--- src/rtl/ysyx_25020037_gpr_commit.sv ---
// Write-back commit stage: takes one retired-instruction packet, updates the
// GPR file and machine CSRs, then hands the next PC to the IFU.
module ysyx_25020037_gpr_commit #(
   parameter int              NR_REG = 32,
   parameter int              XLEN   = 32,
   parameter logic [XLEN-1:0] RST_PC = 32'h3000_0000
) (
   input  logic            clk,
   input  logic            rst,
   input  logic            wb_valid,
   output logic            gpr_ready,
   input  logic [4:0]      wb_rd,
   input  logic            wb_gpr_we,
   input  logic [XLEN-1:0] wb_gpr_wdata,
   input  logic            wb_csr_we,
   input  logic [11:0]     wb_csr_addr,
   input  logic [XLEN-1:0] wb_csr_wdata,
   input  logic [XLEN-1:0] wb_next_pc,
   output logic            commit_valid,
   input  logic            ifu_ready,
   output logic [XLEN-1:0] commit_pc,
   input  logic [4:0]      rs1_addr,
   input  logic [4:0]      rs2_addr,
   output logic [XLEN-1:0] rs1_data,
   output logic [XLEN-1:0] rs2_data,
   input  logic [11:0]     csr_raddr,
   output logic [XLEN-1:0] csr_rdata
);

   localparam int          AW       = $clog2(NR_REG);
   localparam logic [31:0] NR_REG_U = NR_REG;

   localparam logic [11:0] CSR_MSTATUS = 12'h300;
   localparam logic [11:0] CSR_MTVEC   = 12'h305;
   localparam logic [11:0] CSR_MEPC    = 12'h341;
   localparam logic [11:0] CSR_MCAUSE  = 12'h342;
   localparam logic [XLEN-1:0] MSTATUS_RST = XLEN'(32'h1800);

   typedef enum logic [1:0] {
      S_IDLE  = 2'd0,
      S_WRITE = 2'd1,
      S_DONE  = 2'd2
   } state_t;

   state_t r_state, w_state_nxt;

   logic [4:0]      r_rd;
   logic            r_gpr_we;
   logic [XLEN-1:0] r_gpr_wdata;
   logic            r_csr_we;
   logic [11:0]     r_csr_addr;
   logic [XLEN-1:0] r_csr_wdata;
   logic [XLEN-1:0] r_next_pc;
   logic [XLEN-1:0] r_commit_pc;

   logic [XLEN-1:0] r_gpr [NR_REG];
   logic [XLEN-1:0] r_mstatus, r_mtvec, r_mepc, r_mcause;

   logic w_accept;
   logic w_write;
   logic w_gpr_wen;

   // NOTE: state is updated with non-blocking assignments so every flop samples pre-edge values.
   always_ff @(posedge clk or negedge rst) begin
      if (!rst) r_state <= S_IDLE;
      else      r_state <= w_state_nxt;
   end

   always_comb begin
      // NOTE: default first so no path leaves w_state_nxt unassigned (no inferred latch).
      w_state_nxt = r_state;
      case (r_state)
         S_IDLE:  if (wb_valid) w_state_nxt = S_WRITE;
         S_WRITE: w_state_nxt = S_DONE;
         S_DONE:  if (ifu_ready) w_state_nxt = S_IDLE;
         default: w_state_nxt = S_IDLE;
      endcase
   end

   assign gpr_ready    = (r_state == S_IDLE);
   assign commit_valid = (r_state == S_DONE);
   assign commit_pc    = r_commit_pc;

   assign w_accept  = wb_valid && gpr_ready;
   assign w_write   = (r_state == S_WRITE);
   assign w_gpr_wen = r_gpr_we && (r_rd != 5'd0) && (32'(r_rd) < NR_REG_U);

   always_ff @(posedge clk or negedge rst) begin
      if (!rst) begin
         r_rd        <= '0;
         r_gpr_we    <= 1'b0;
         r_gpr_wdata <= '0;
         r_csr_we    <= 1'b0;
         r_csr_addr  <= '0;
         r_csr_wdata <= '0;
         r_next_pc   <= '0;
      end else if (w_accept) begin
         r_rd        <= wb_rd;
         r_gpr_we    <= wb_gpr_we;
         r_gpr_wdata <= wb_gpr_wdata;
         r_csr_we    <= wb_csr_we;
         r_csr_addr  <= wb_csr_addr;
         r_csr_wdata <= wb_csr_wdata;
         r_next_pc   <= wb_next_pc;
      end
   end

   always_ff @(posedge clk or negedge rst) begin
      if (!rst)         r_commit_pc <= RST_PC;
      else if (w_write) r_commit_pc <= r_next_pc;
   end

   // NOTE: the register file is architecturally reset to zero, so the array sits in the reset branch.
   always_ff @(posedge clk or negedge rst) begin
      if (!rst) begin
         for (int i = 0; i < NR_REG; i++) r_gpr[i] <= '0;
      end else if (w_write && w_gpr_wen) begin
         r_gpr[r_rd[AW-1:0]] <= r_gpr_wdata;
      end
   end

   always_ff @(posedge clk or negedge rst) begin
      if (!rst) begin
         r_mstatus <= MSTATUS_RST;
         r_mtvec   <= '0;
         r_mepc    <= '0;
         r_mcause  <= '0;
      end else if (w_write && r_csr_we) begin
         case (r_csr_addr)
            CSR_MSTATUS: r_mstatus <= r_csr_wdata;
            CSR_MTVEC:   r_mtvec   <= r_csr_wdata;
            CSR_MEPC:    r_mepc    <= r_csr_wdata;
            CSR_MCAUSE:  r_mcause  <= r_csr_wdata;
            default:     ;
         endcase
      end
   end

   // x0 and indices beyond the implemented file read as zero.
   assign rs1_data = ((rs1_addr != 5'd0) && (32'(rs1_addr) < NR_REG_U)) ? r_gpr[rs1_addr[AW-1:0]] : '0;
   assign rs2_data = ((rs2_addr != 5'd0) && (32'(rs2_addr) < NR_REG_U)) ? r_gpr[rs2_addr[AW-1:0]] : '0;

   always_comb begin
      csr_rdata = '0;
      case (csr_raddr)
         CSR_MSTATUS: csr_rdata = r_mstatus;
         CSR_MTVEC:   csr_rdata = r_mtvec;
         CSR_MEPC:    csr_rdata = r_mepc;
         CSR_MCAUSE:  csr_rdata = r_mcause;
         default:     csr_rdata = '0;
      endcase
   end

endmodule

--- config.mk ---
export PLATFORM = sky130hd
export DESIGN_NAME = ysyx_25020037_gpr_commit
export DESIGN_NICKNAME = d
export VERILOG_FILES = /design/src/rtl/ysyx_25020037_gpr_commit.sv
export SDC_FILE = /design/constraint.sdc
export NUM_CORES = 2
export LEC_CHECK = 0
export BUFFER_PORTS_ARGS = -buffer_cell sky130_fd_sc_hd__buf_2
export CAP_MARGIN = 20
export CORE_MARGIN = 10
export CORE_UTILIZATION = 65
export DETAILED_ROUTE_END_ITERATION = 8
export GPL_TIMING_DRIVEN = 1
export HOLD_SLACK_MARGIN = 0.12
export PLACE_DENSITY = 0.79
export SETUP_SLACK_MARGIN = 0.5
export SYNTH_ARGS = -nofsm -noshare
export SYNTH_HDL_FRONTEND = slang
export SYNTH_SLANG_ARGS = --single-unit
--- constraint.sdc ---
create_clock -name clk -period 7.8 [get_ports clk]
set_input_delay 2.34 -clock clk [delete_from_list [all_inputs] [get_ports clk]]
set_output_delay 2.34 -clock clk [all_outputs]
set_load 0.02 [all_outputs]
==> metrics.cfg <==
[outcome]
status=completed

[routing]
ant_nets=0
num_vias=43500
initialDrtViolationCount=4887
drtPass1Iterations=5
wl_per_cell_um=33.1
drc=0
viasPerCell=7.27
drt-total-wl_um=198000

[finish]
final_cell_mix=1297 x dfrtp_1, 1191 x mux2_2, 410 x mux4_2
area_delta_synth_final_pct=12.0
fin_util_pct=73.4
layout-drive-gt1-share_pct=50.9
largest_reg_flops=1024
finalNetCount=4701
final_common_cell=dfrtp_1
top_register=r_gpr

[timing]
hold_viol=0
maxSlewViolCount=0
fmax_mhz=138
setup_slack_ns=0.557
fin_crit_ns=7.24
slew_headroom_pct=21.5
worstMarginPinSlew_ns=1.18
rsz0062_at_grt=no
fin_crit_sh_pct=92.9
finalSetupViolCount=0
timing.setup.tns_ns=0
fin_skew_ns=0.0250

[global_route]
grt_pass1_wl_um=296000
grt_overflow=0
grtUsageTotal_pct=34.8
grt_antenna_before_repair=16
grt_pass1_vias=45300
grt_max_degree=167

[synthesis]
synthesis.instances=4435
yosys_warnings=0
yosysUniqueCellTypes=58
async_reset_ff_share_pct=100
synth_top_area_cell=dfrtp_1
ys.flop_type=dfrtp_1
synth_edf_count=0
synthTopCellsByArea=dfrtp_1 49%, mux2_2 20%, mux4_2 14%
synth_seq_cells=1301
synth_area_um2=65600
synth_area_per_cell_um2=14.8
synth-seq-area-share_pct=49.6
synth_top_area_share_pct=49.4
synth_nets=4576

[critical_path]
crit_type=input port to primary output
ff2ff_setup_slack_ns=4.26
path_buf_inv=3
rr_startpoint=r_state[1]$_DFFE_PN0P_
crit_end=rs1_data[20]
critPathCaptureType=primary output
critPathSlowestCell=a2111oi_0
crit_fanout=51
critPathRequiredTime_ns=5.46
cp_top_family=buffers and inverters
path_cells=clkbuf_8 -> buf_12 -> mux4_2 -> a22o_1 -> a2111oi_0 -> nor3_1 -> buf_2
start_kind=input port
cp-startpoint=rs1_addr[2]
cp.arrival_ns=4.90
r2r_cells=6
rr_endpoint=r_gpr[25]$_DFFE_PN0P_
path_depth=7
cpPeakStageDelay_ns=0.73

[die]
die_x_um=338
dieHeight_um=338
start_util_pct=65.5
io_pins=271
core_um2=100000
die-area_um2=114000
std_cell_rows=116

[cts]
htree_levels=4
path_clk_slew_ns=0.06
post_cts_buffers=0
numCtsBuffers=140
numClockSinks=1301
cts_root_buffer=clkbuf_16
cts_hold_buf=0
insertion_delay_ns=0.75
cts_max_path_buffers=3
cts_tree=done

[place]
place.gp.congestion=0.857
place_ws_ns=0.476
dp_hpwl_um=118000
port_buffers=270

[pwr]
power_leakage_nw=34.9
peakVddDrop_mv=0.283
cellPowerDensity_nw_per_um2=368
finalPower_mw=27.0

[flow_run]
maxCapViolations=0

[hold_path]
hp-start=r_gpr[1007]$_DFFE_PN0P_
hold_path.class=register to register

worst reg2reg max path: stages (launching register included):
cell and delay [ns]:
dfrtp_1 0.42, nor2b_2 0.16, buf_4 0.39, and4_1 0.69, nand4_1 0.72, buf_4 0.62
mux2_2 0.41
what timing repair did:
action	in CTS	in global routing
gates resized for setup	1	3
setup endpoints to repair	1	7
cloned	0	0
Yosys cell counts, drive strengths merged, types with 5 or more instances:
cell / count
and2: 19
nor2: 14
a21oi: 33
mux2i: 250
nor2b: 42
nand2b: 8
dfrtp: 1297
buf: 227
clkbuf: 248
nand3: 12
a22o: 52
o32ai: 15
a22oi: 129
mux4: 410
nor4: 24
nand2: 149
o221ai: 28
a2111oi: 32
o21ai: 5
a211oi: 43
mux2: 1268
o22ai: 44
nor3: 47
per-layer routing:
layer	wire, um	global-route usage [%]	part of all wire, %
met5	78	0	0.039
met4	9940	16.7	5.0
met3	21700	9.69	11
met2	90900	52.7	46
met1	75200	46.7	38
per-stage QoR:
step	cell area (um2)	hold slack (ns)	instances
after global placement	68500	0.383	5709
after CTS	73400	0.397	5962
after floorplan	65600	0.435	4435
after detailed placement	68500	0.384	5710
after global routing	73500	0.410	5968
final	73600	0.398	5975
layout make-up:
class	instances	area [um2]
flip-flops and latches	1301	32600
multi-input cells	2655	31200
fillers	6289	26600
clock buffers	207	4180
repair buffers	458	3340
well taps	1298	1620
clock inverters	45	649
diodes	7	17.5
inverters	4	15.0
cells by family after synthesis:
kind of cell | share of synthesized area (%)
mux | 39.8
flops | 49.6
simple gates | 2.76
buf+inv | 3.37
compound gates | 4.46
power breakdown:
| group | internal (mW) | switching (mW) | total [mW] |
|---|---|---|---|
| clock network | 4.18 | 2.80 | 6.98 |
| registers | 9.62 | 2.97 | 12.6 |
| logic | 4.55 | 2.92 | 7.47 |
| total | 18.3 | 8.69 | 27.0 |
worst min path at each step:
stage,endpoint,depth (start not counted)
after floorplan,commit_pc[0]$_DFFE_PN0P_,2
final,r_gpr[1007]$_DFFE_PN0P_,0
after detailed placement,r_gpr[996]$_DFFE_PN0P_,0
after CTS,r_gpr[996]$_DFFE_PN0P_,0
after global placement,r_gpr[1022]$_DFFE_PN0P_,0
after global routing,r_gpr[996]$_DFFE_PN0P_,0
Power figures use the tool's default switching activity.
